--- src/rtl/alu_ctrl_pkg.sv ---
// Shared types and ALU control encodings for the two-requester ALU32 arbiter.
package alu_ctrl_pkg;

  typedef enum logic [1:0] {
    OP_ADD = 2'b00,
    OP_SUB = 2'b01,
    OP_SLT = 2'b10,
    OP_RAW = 2'b11
  } op_e;

  typedef enum logic [1:0] {
    StIdle = 2'b00,
    StExec = 2'b01,
    StFix  = 2'b10,
    StDone = 2'b11
  } state_e;

  // {Binv, Cin, Op1, Op0}
  localparam logic [3:0] CTL_ADD = 4'b0010;
  localparam logic [3:0] CTL_SUB = 4'b1110;

  function automatic logic [3:0] op_ctl(input op_e op, input logic [3:0] raw);
    logic [3:0] ctl;
    ctl = raw;
    unique case (op)
      OP_ADD:         ctl = CTL_ADD;
      OP_SUB, OP_SLT: ctl = CTL_SUB;
      OP_RAW:         ctl = raw;
    endcase
    return ctl;
  endfunction

endpackage

--- src/rtl/alu32_arbiter_if.sv ---
// Request/response bus between the two requesters and the shared ALU32 arbiter.
interface alu32_arbiter_if;
  logic [1:0]  req_valid;
  logic [1:0]  req_ready;
  logic [1:0]  req_op0;
  logic [1:0]  req_op1;
  logic [31:0] req_a0;
  logic [31:0] req_a1;
  logic [31:0] req_b0;
  logic [31:0] req_b1;
  logic [3:0]  req_raw0;
  logic [3:0]  req_raw1;
  logic        rsp_valid;
  logic        rsp_id;
  logic [31:0] rsp_y;
  logic        rsp_zero;
  logic        rsp_err;

  modport master (
    output req_valid, req_op0, req_op1, req_a0, req_a1, req_b0, req_b1, req_raw0, req_raw1,
    input  req_ready, rsp_valid, rsp_id, rsp_y, rsp_zero, rsp_err
  );

  modport slave (
    input  req_valid, req_op0, req_op1, req_a0, req_a1, req_b0, req_b1, req_raw0, req_raw1,
    output req_ready, rsp_valid, rsp_id, rsp_y, rsp_zero, rsp_err
  );
endinterface

--- src/rtl/alu32.sv ---
// MIPS-style 32-bit ALU: control {Binv, Cin, Op1, Op0}; Op 00 AND, 01 OR, 10 ADD, 11 Error.
module alu32 (
  input  logic [31:0] a,
  input  logic [31:0] b,
  input  logic [3:0]  ctl,
  output logic [31:0] y,
  output logic        zero,
  output logic        error
);
  logic [31:0] b_eff;
  logic [31:0] sum;

  always_comb begin
    b_eff = ctl[3] ? ~b : b;
    sum   = a + b_eff + {31'b0, ctl[2]};
    y     = '0;
    error = 1'b0;
    unique case (ctl[1:0])
      2'b00: y = a & b_eff;
      2'b01: y = a | b_eff;
      2'b10: y = sum;
      2'b11: error = 1'b1;
    endcase
    zero = (y == '0);
  end
endmodule

--- src/rtl/alu32_arbiter.sv ---
// Round-robin arbiter sharing one ALU32 between two requesters; SLT takes an extra fix-up cycle.
module alu32_arbiter
  import alu_ctrl_pkg::*;
(
  input  logic           clk,
  input  logic           reset,
  alu32_arbiter_if.slave bus
);
  state_e      state_q, state_d;
  logic        last_q;
  op_e         op_q;
  logic [31:0] a_q, b_q;
  logic [3:0]  ctl_q;
  logic        id_q;
  logic [31:0] res_y_q;
  logic        res_err_q;
  logic        rsp_id_q, rsp_zero_q, rsp_err_q;
  logic [31:0] rsp_y_q;

  logic [1:0]  grant;
  logic        win_id, accept;
  op_e         sel_op;
  logic [31:0] sel_a, sel_b;
  logic [3:0]  sel_raw;
  logic [31:0] alu_y;
  logic        alu_zero, alu_err;

  // Lone requester wins outright; on contention the one not served last wins.
  always_comb begin
    grant = bus.req_valid;
    if (&bus.req_valid) grant = last_q ? 2'b01 : 2'b10;
  end

  assign win_id  = grant[1];
  assign accept  = (state_q == StIdle) && (|grant);
  assign sel_op  = op_e'(win_id ? bus.req_op1 : bus.req_op0);
  assign sel_a   = win_id ? bus.req_a1 : bus.req_a0;
  assign sel_b   = win_id ? bus.req_b1 : bus.req_b0;
  assign sel_raw = win_id ? bus.req_raw1 : bus.req_raw0;

  // Gated by reset so no strobe is seen while reset is held.
  assign bus.req_ready = (state_q == StIdle && reset) ? grant : 2'b00;
  assign bus.rsp_valid = (state_q == StDone);
  assign bus.rsp_id    = rsp_id_q;
  assign bus.rsp_y     = rsp_y_q;
  assign bus.rsp_zero  = rsp_zero_q;
  assign bus.rsp_err   = rsp_err_q;

  alu32 u_alu (
    .a     (a_q),
    .b     (b_q),
    .ctl   (ctl_q),
    .y     (alu_y),
    .zero  (alu_zero),
    .error (alu_err)
  );

  always_comb begin
    state_d = state_q;
    unique case (state_q)
      StIdle: if (accept) state_d = StExec;
      StExec: state_d = (op_q == OP_SLT) ? StFix : StDone;
      StFix:  state_d = StDone;
      StDone: state_d = StIdle;
    endcase
  end

  always_ff @(posedge clk or negedge reset) begin
    if (!reset) begin
      state_q    <= StIdle;
      last_q     <= 1'b1;
      op_q       <= OP_ADD;
      a_q        <= '0;
      b_q        <= '0;
      ctl_q      <= '0;
      id_q       <= 1'b0;
      res_y_q    <= '0;
      res_err_q  <= 1'b0;
      rsp_id_q   <= 1'b0;
      rsp_y_q    <= '0;
      rsp_zero_q <= 1'b1;
      rsp_err_q  <= 1'b0;
    end else begin
      state_q <= state_d;
      unique case (state_q)
        StIdle: begin
          if (accept) begin
            last_q <= win_id;
            id_q   <= win_id;
            op_q   <= sel_op;
            a_q    <= sel_a;
            b_q    <= sel_b;
            ctl_q  <= op_ctl(sel_op, sel_raw);
          end
        end
        StExec: begin
          res_y_q   <= alu_y;
          res_err_q <= alu_err;
          // Response registers only change on entry to DONE so the bus holds between results.
          if (op_q != OP_SLT) begin
            rsp_id_q   <= id_q;
            rsp_y_q    <= alu_y;
            rsp_zero_q <= alu_zero;
            rsp_err_q  <= alu_err;
          end
        end
        StFix: begin
          rsp_id_q   <= id_q;
          rsp_y_q    <= {31'b0, res_y_q[31]};
          rsp_zero_q <= ~res_y_q[31];
          rsp_err_q  <= res_err_q;
        end
        StDone: ;
      endcase
    end
  end
endmodule
--- src/flat_wrapper.sv ---
// flat-port wrapper written by rule: the top's interface ports become plain ports
module alu32_arbiter_flat import alu_ctrl_pkg::*;
  (clk, reset, bus_req_valid, bus_req_op0, bus_req_op1, bus_req_a0, bus_req_a1, bus_req_b0, bus_req_b1, bus_req_raw0, bus_req_raw1, bus_req_ready, bus_rsp_valid, bus_rsp_id, bus_rsp_y, bus_rsp_zero, bus_rsp_err);
  alu32_arbiter_if bus_i ();
  input  logic clk;
  input  logic reset;
  input wire logic [$bits(bus_i.req_valid)-1:0] bus_req_valid;
  input wire logic [$bits(bus_i.req_op0)-1:0] bus_req_op0;
  input wire logic [$bits(bus_i.req_op1)-1:0] bus_req_op1;
  input wire logic [$bits(bus_i.req_a0)-1:0] bus_req_a0;
  input wire logic [$bits(bus_i.req_a1)-1:0] bus_req_a1;
  input wire logic [$bits(bus_i.req_b0)-1:0] bus_req_b0;
  input wire logic [$bits(bus_i.req_b1)-1:0] bus_req_b1;
  input wire logic [$bits(bus_i.req_raw0)-1:0] bus_req_raw0;
  input wire logic [$bits(bus_i.req_raw1)-1:0] bus_req_raw1;
  output wire logic [$bits(bus_i.req_ready)-1:0] bus_req_ready;
  output wire logic [$bits(bus_i.rsp_valid)-1:0] bus_rsp_valid;
  output wire logic [$bits(bus_i.rsp_id)-1:0] bus_rsp_id;
  output wire logic [$bits(bus_i.rsp_y)-1:0] bus_rsp_y;
  output wire logic [$bits(bus_i.rsp_zero)-1:0] bus_rsp_zero;
  output wire logic [$bits(bus_i.rsp_err)-1:0] bus_rsp_err;
  assign bus_i.req_valid = bus_req_valid;
  assign bus_i.req_op0 = bus_req_op0;
  assign bus_i.req_op1 = bus_req_op1;
  assign bus_i.req_a0 = bus_req_a0;
  assign bus_i.req_a1 = bus_req_a1;
  assign bus_i.req_b0 = bus_req_b0;
  assign bus_i.req_b1 = bus_req_b1;
  assign bus_i.req_raw0 = bus_req_raw0;
  assign bus_i.req_raw1 = bus_req_raw1;
  assign bus_req_ready = bus_i.req_ready;
  assign bus_rsp_valid = bus_i.rsp_valid;
  assign bus_rsp_id = bus_i.rsp_id;
  assign bus_rsp_y = bus_i.rsp_y;
  assign bus_rsp_zero = bus_i.rsp_zero;
  assign bus_rsp_err = bus_i.rsp_err;
  alu32_arbiter u_core (.clk(clk), .reset(reset), .bus(bus_i));
endmodule
--- config.mk ---
export PLATFORM = sky130hd
export DESIGN_NAME = alu32_arbiter_flat
export DESIGN_NICKNAME = d
export VERILOG_FILES = /design/src/rtl/alu_ctrl_pkg.sv /design/src/rtl/alu32_arbiter_if.sv /design/src/rtl/alu32.sv /design/src/rtl/alu32_arbiter.sv /design/src/flat_wrapper.sv
export SDC_FILE = /design/constraint.sdc
export NUM_CORES = 1
export LEC_CHECK = 0
export BUFFER_PORTS_ARGS = -buffer_cell sky130_fd_sc_hd__buf_2
export CORE_MARGIN = 1.5
export CORE_UTILIZATION = 55
export CTS_BUF_LIST = sky130_fd_sc_hd__clkbuf_16
export DETAILED_ROUTE_END_ITERATION = 10
export PLACE_DENSITY = 0.91
export SLEW_MARGIN = 20
export SYNTH_ARGS = -nofsm -noshare
export SYNTH_HDL_FRONTEND = slang
export SYNTH_SLANG_ARGS = --single-unit
--- constraint.sdc ---
create_clock -name clk -period 8.4 [get_ports clk]
set_clock_uncertainty 0.1 [all_clocks]
set_input_delay 0 -clock clk [delete_from_list [all_inputs] [get_ports clk]]
set_output_delay 0 -clock clk [all_outputs]
set_load 0.01 [all_outputs]
==> impl_metrics.csv <==
group,metric,value,unit
status,status,"completed",
clock_network,clk_pin_slew,0.08,ns
worst_setup_path,crit_arrival,4.53,ns
timing,maxSlewViolCount,0,
power_and_ir_drop,pwr-share-comb,72.2,%
timing,relSlewSlack,33.76,%
drt,drc_errors,0,
die,fp.dieW,124.3,µm
synth,syn_inst,931,
worst_setup_path,ff2ff_path_depth,14,
synth,syn_nets,1148,
final_layout,final_cell_mix,"180 x buf_2, 144 x dlygate4sd3_1, 117 x nand2_1",
power_and_ir_drop,power.internal,2499,µW
synth,synthFlopType,"dfrtp_1",
die,die_y,124.3,µm
timing,min_period,4.354,ns
power_and_ir_drop,p_sw_share,52.49,%
final_layout,nFillCells,931,
drt,vias,8527,
synth,ys_warn_count,0,
grt,grt_max_degree,132,
run,drv_cap,0,
worst_setup_path,cp-startpoint,"u_core.ctl_q[3]",
timing,fmax,0.2297,GHz
drt,vias_per_cell,6.022,
worst_setup_path,cp-end-kind,"flop",
clock_network,cts_buffers,9,
drt,ant_nets,0,
synth,yosys.area.top_type_share,33.69,%
worst_setup_path,r2r_slack,4.05,ns
grt,grt_pass1_wl,45.24,mm
timing,setup_tns,0,ns
worst_setup_path,crit_end,"u_core.bus.rsp_zero",
synth,synth_area_leaders,"dfrtp_1 34%, ha_1 11%, mux2i_1 10%, o21ai_0 6.7%, nand2_1 5.4%",
timing,finalCritPeriodShare,51.83,%
worst_setup_path,worstPathMaxFanout,32,
synth,synth_seq_area_share,34.34,%
timing,setup-violations-final,0,
synth,synth_edf_count,0,
timing,worstMarginPinSlew,0.9936,ns
die,rows,44,
final_layout,final_cells,1416,
final_layout,nNetsFinal,1444,
final_layout,seq_area,0.002780,mm²
place,dp_hpwl,16.52,mm
grt,grt-ovfl-total,0,
drt,wl_per_cell,19.94,µm
synth,syn_area_per_cell,8.697,µm²
die,io_pins,182,
worst_setup_path,worstPathRequired,8.58,ns
final_layout,final_common_cell,"buf_2",
final_layout,syn_to_final_growth,35.16,%
drt,wirelength,28.24,mm
clock_network,cts_htree_levels,3,
drt,drt_first_pass_iters,7,
die,dieArea,0.01546,mm²
grt,track_usage,36.80,%
worst_setup_path,critPathKind,"reg2reg",
clock_network,clk_latency,0.37,ns
place,gp_congestion,1.026,
synth,ys_async_sr_fraction,100.0,%
timing,grt_setup_unrepaired,"no",
grt,antenna_found_initial,0,
clock_network,cts.sinks,111,
die,initial_core_util,55.92,%
power_and_ir_drop,p_seq_share,18.2,%
place,port_buffers,181,
power_and_ir_drop,p_leak,0.005520,µW
final_layout,layout-drive-gt1-share,18.34,%
synth,ys_seq_elements,111,
power_and_ir_drop,power_density,480.7,mW/mm²
clock_network,clockRootBuffer,"clkbuf_16",
synth,syn_area,0.008097,mm²
worst_setup_path,timing.rr.end,"u_core.bus.rsp_zero",
synth,yosysTopAreaCell,"dfrtp_1",
worst_hold_path,hold_path_class,"in2reg",
clock_network,cts_buffer_depth,2,
worst_setup_path,reg2reg_from,"u_core.ctl_q[3]",
clock_network,cts_tree,"built",
grt,grt_pass1_vias,8728,
synth,synthDistinctLibCells,59,
worst_setup_path,cp-start-kind,"flop",
power_and_ir_drop,clkPwrFrac,9.5,%
power_and_ir_drop,irDropWorstVdd,206.8,µV
final_layout,antenna_cells,0,
drt,drtIter0Drc,908,
final_layout,multi_input_area,0.004880,mm²
power_and_ir_drop,netSwitchingPower,2761,µW
die,core,0.01448,mm²
place,dp_cells,1256,
timing,hold_viol,0,
-- cell type report --
| cell class | count | share of cell area [%] |
|---|---|---|
| Clock buffer | 9 | 2.058 |
| Clock inverter | 7 | 1.109 |
| Tap cell | 184 | 2.104 |
| Multi-Input combinational cell | 695 | 44.59 |
| Sequential cell | 111 | 25.41 |
| Inverter | 76 | 2.607 |
| Timing Repair Buffer | 334 | 22.12 |
-- per-stage QoR --
step                      power [µW]  setup WS (ns)  util (%)  area, µm²  hold WS [ns]
after floorplan                 3451          4.553         -       8097       -0.3956
after global placement          4282          4.475     63.20       9151      -0.02783
after detailed placement        4362          4.310     63.20       9151      -0.02178
after CTS                       4997          4.296     75.55      10940       0.01897
after global routing            5594          3.942     75.58      10940       0.07841
final                           5260          4.046     75.58      10940       0.03538
-- critical path, cell delays in order, from the launching register on --
cell and delay (ns):
dfrtp_1 0.37, buf_4 0.46, xor2_1 0.24, fa_1 0.50, a21o_1 0.24, a221oi_1 0.53, xnor2_1 0.13, mux2i_1 0.17
o22ai_1 0.19, nand3b_1 0.21, a211oi_1 0.27, nand4_1 0.17, nor4b_2 0.34, nand4b_1 0.15, o31ai_2 0.22
-- state kept, by name, indices dropped and copies added (netlist names), 2 cells and up --
signal,flops
u_core.bus.rsp_y,32
u_core.op_q,2
u_core.state_q,2
u_core.b_q,32
u_core.ctl_q,4
u_core.a_q,32
-- routing by layer --
layer  share of wire (%)  global-route usage [%]  vias to the layer above
met5                   0                       0                        -
met3                 9.3                   8.290                      149
met2                  48                   61.18                      539
li1                    -                       -                     3828
met4                 5.0                   17.44                        0
met1                  38                   45.41                     4011
-- worst min-delay path by stage --
stage | startpoint | to | slack [ns] | cells after the start
finish | bus_req_raw0[1] | u_core.ctl_q[1] | 0.04 | 5
global placement | reset | u_core.op_q[0] | -0.03 | 1
CTS | bus_req_raw0[1] | u_core.ctl_q[1] | 0.02 | 5
detailed placement | reset | u_core.op_q[0] | -0.02 | 1
global route | bus_req_raw0[1] | u_core.ctl_q[1] | 0.08 | 5
floorplan | reset | u_core.a_q[0] | -0.40 | 0
-- cells in the mapped netlist (3+ instances only) --
| master | count |
|---|---|
| o21ai_0 | 109 |
| a31oi_1 | 11 |
| a21o_1 | 10 |
| a211oi_1 | 4 |
| xor2_1 | 44 |
| and3_1 | 4 |
| inv_1 | 75 |
| xnor2_1 | 16 |
| dfrtp_1 | 109 |
| nand4_1 | 5 |
| mux2_2 | 5 |
| buf_1 | 14 |
| clkbuf_1 | 33 |
| o21ai_1 | 3 |
| nor2_1 | 47 |
| o21bai_1 | 4 |
| o31ai_1 | 4 |
| a21oi_1 | 48 |
| a22o_1 | 22 |
| o211ai_1 | 6 |
| mux2i_1 | 81 |
| or2_2 | 3 |
| o22ai_1 | 12 |
| ha_1 | 71 |
| nor3_1 | 9 |
| nand2b_1 | 6 |
| nand3_1 | 12 |
| and2_1 | 4 |
| nand2_1 | 117 |
| a311oi_1 | 4 |
-- power by group through the flow --
stage | combinational (µW) | clock, µW | sequential, µW
global route | 4090 | 524 | 979
detailed placement | 3410 | 0 | 948
floorplan | 2540 | 0 | 909
CTS | 3560 | 501 | 940
global placement | 3350 | 0 | 936
finish | 3800 | 502 | 959
-- kinds of logic after synthesis --
logic type | after synthesis | share of synthesized area [%]
compound gates | 258 | 19.49
simple gates | 218 | 11.68
buf+inv | 125 | 5.826
flops | 111 | 34.34
mux | 86 | 10.71
fa+ha+maj | 73 | 11.47
xor+xnor | 60 | 6.490
-- what timing repair did --
action,in CTS,in global routing
hold buffers,144,0
gates resized for setup,0,0
hold endpoints to repair,120,0
setup buffers,0,0
No activity file was read; power rests on OpenSTA's default activity.
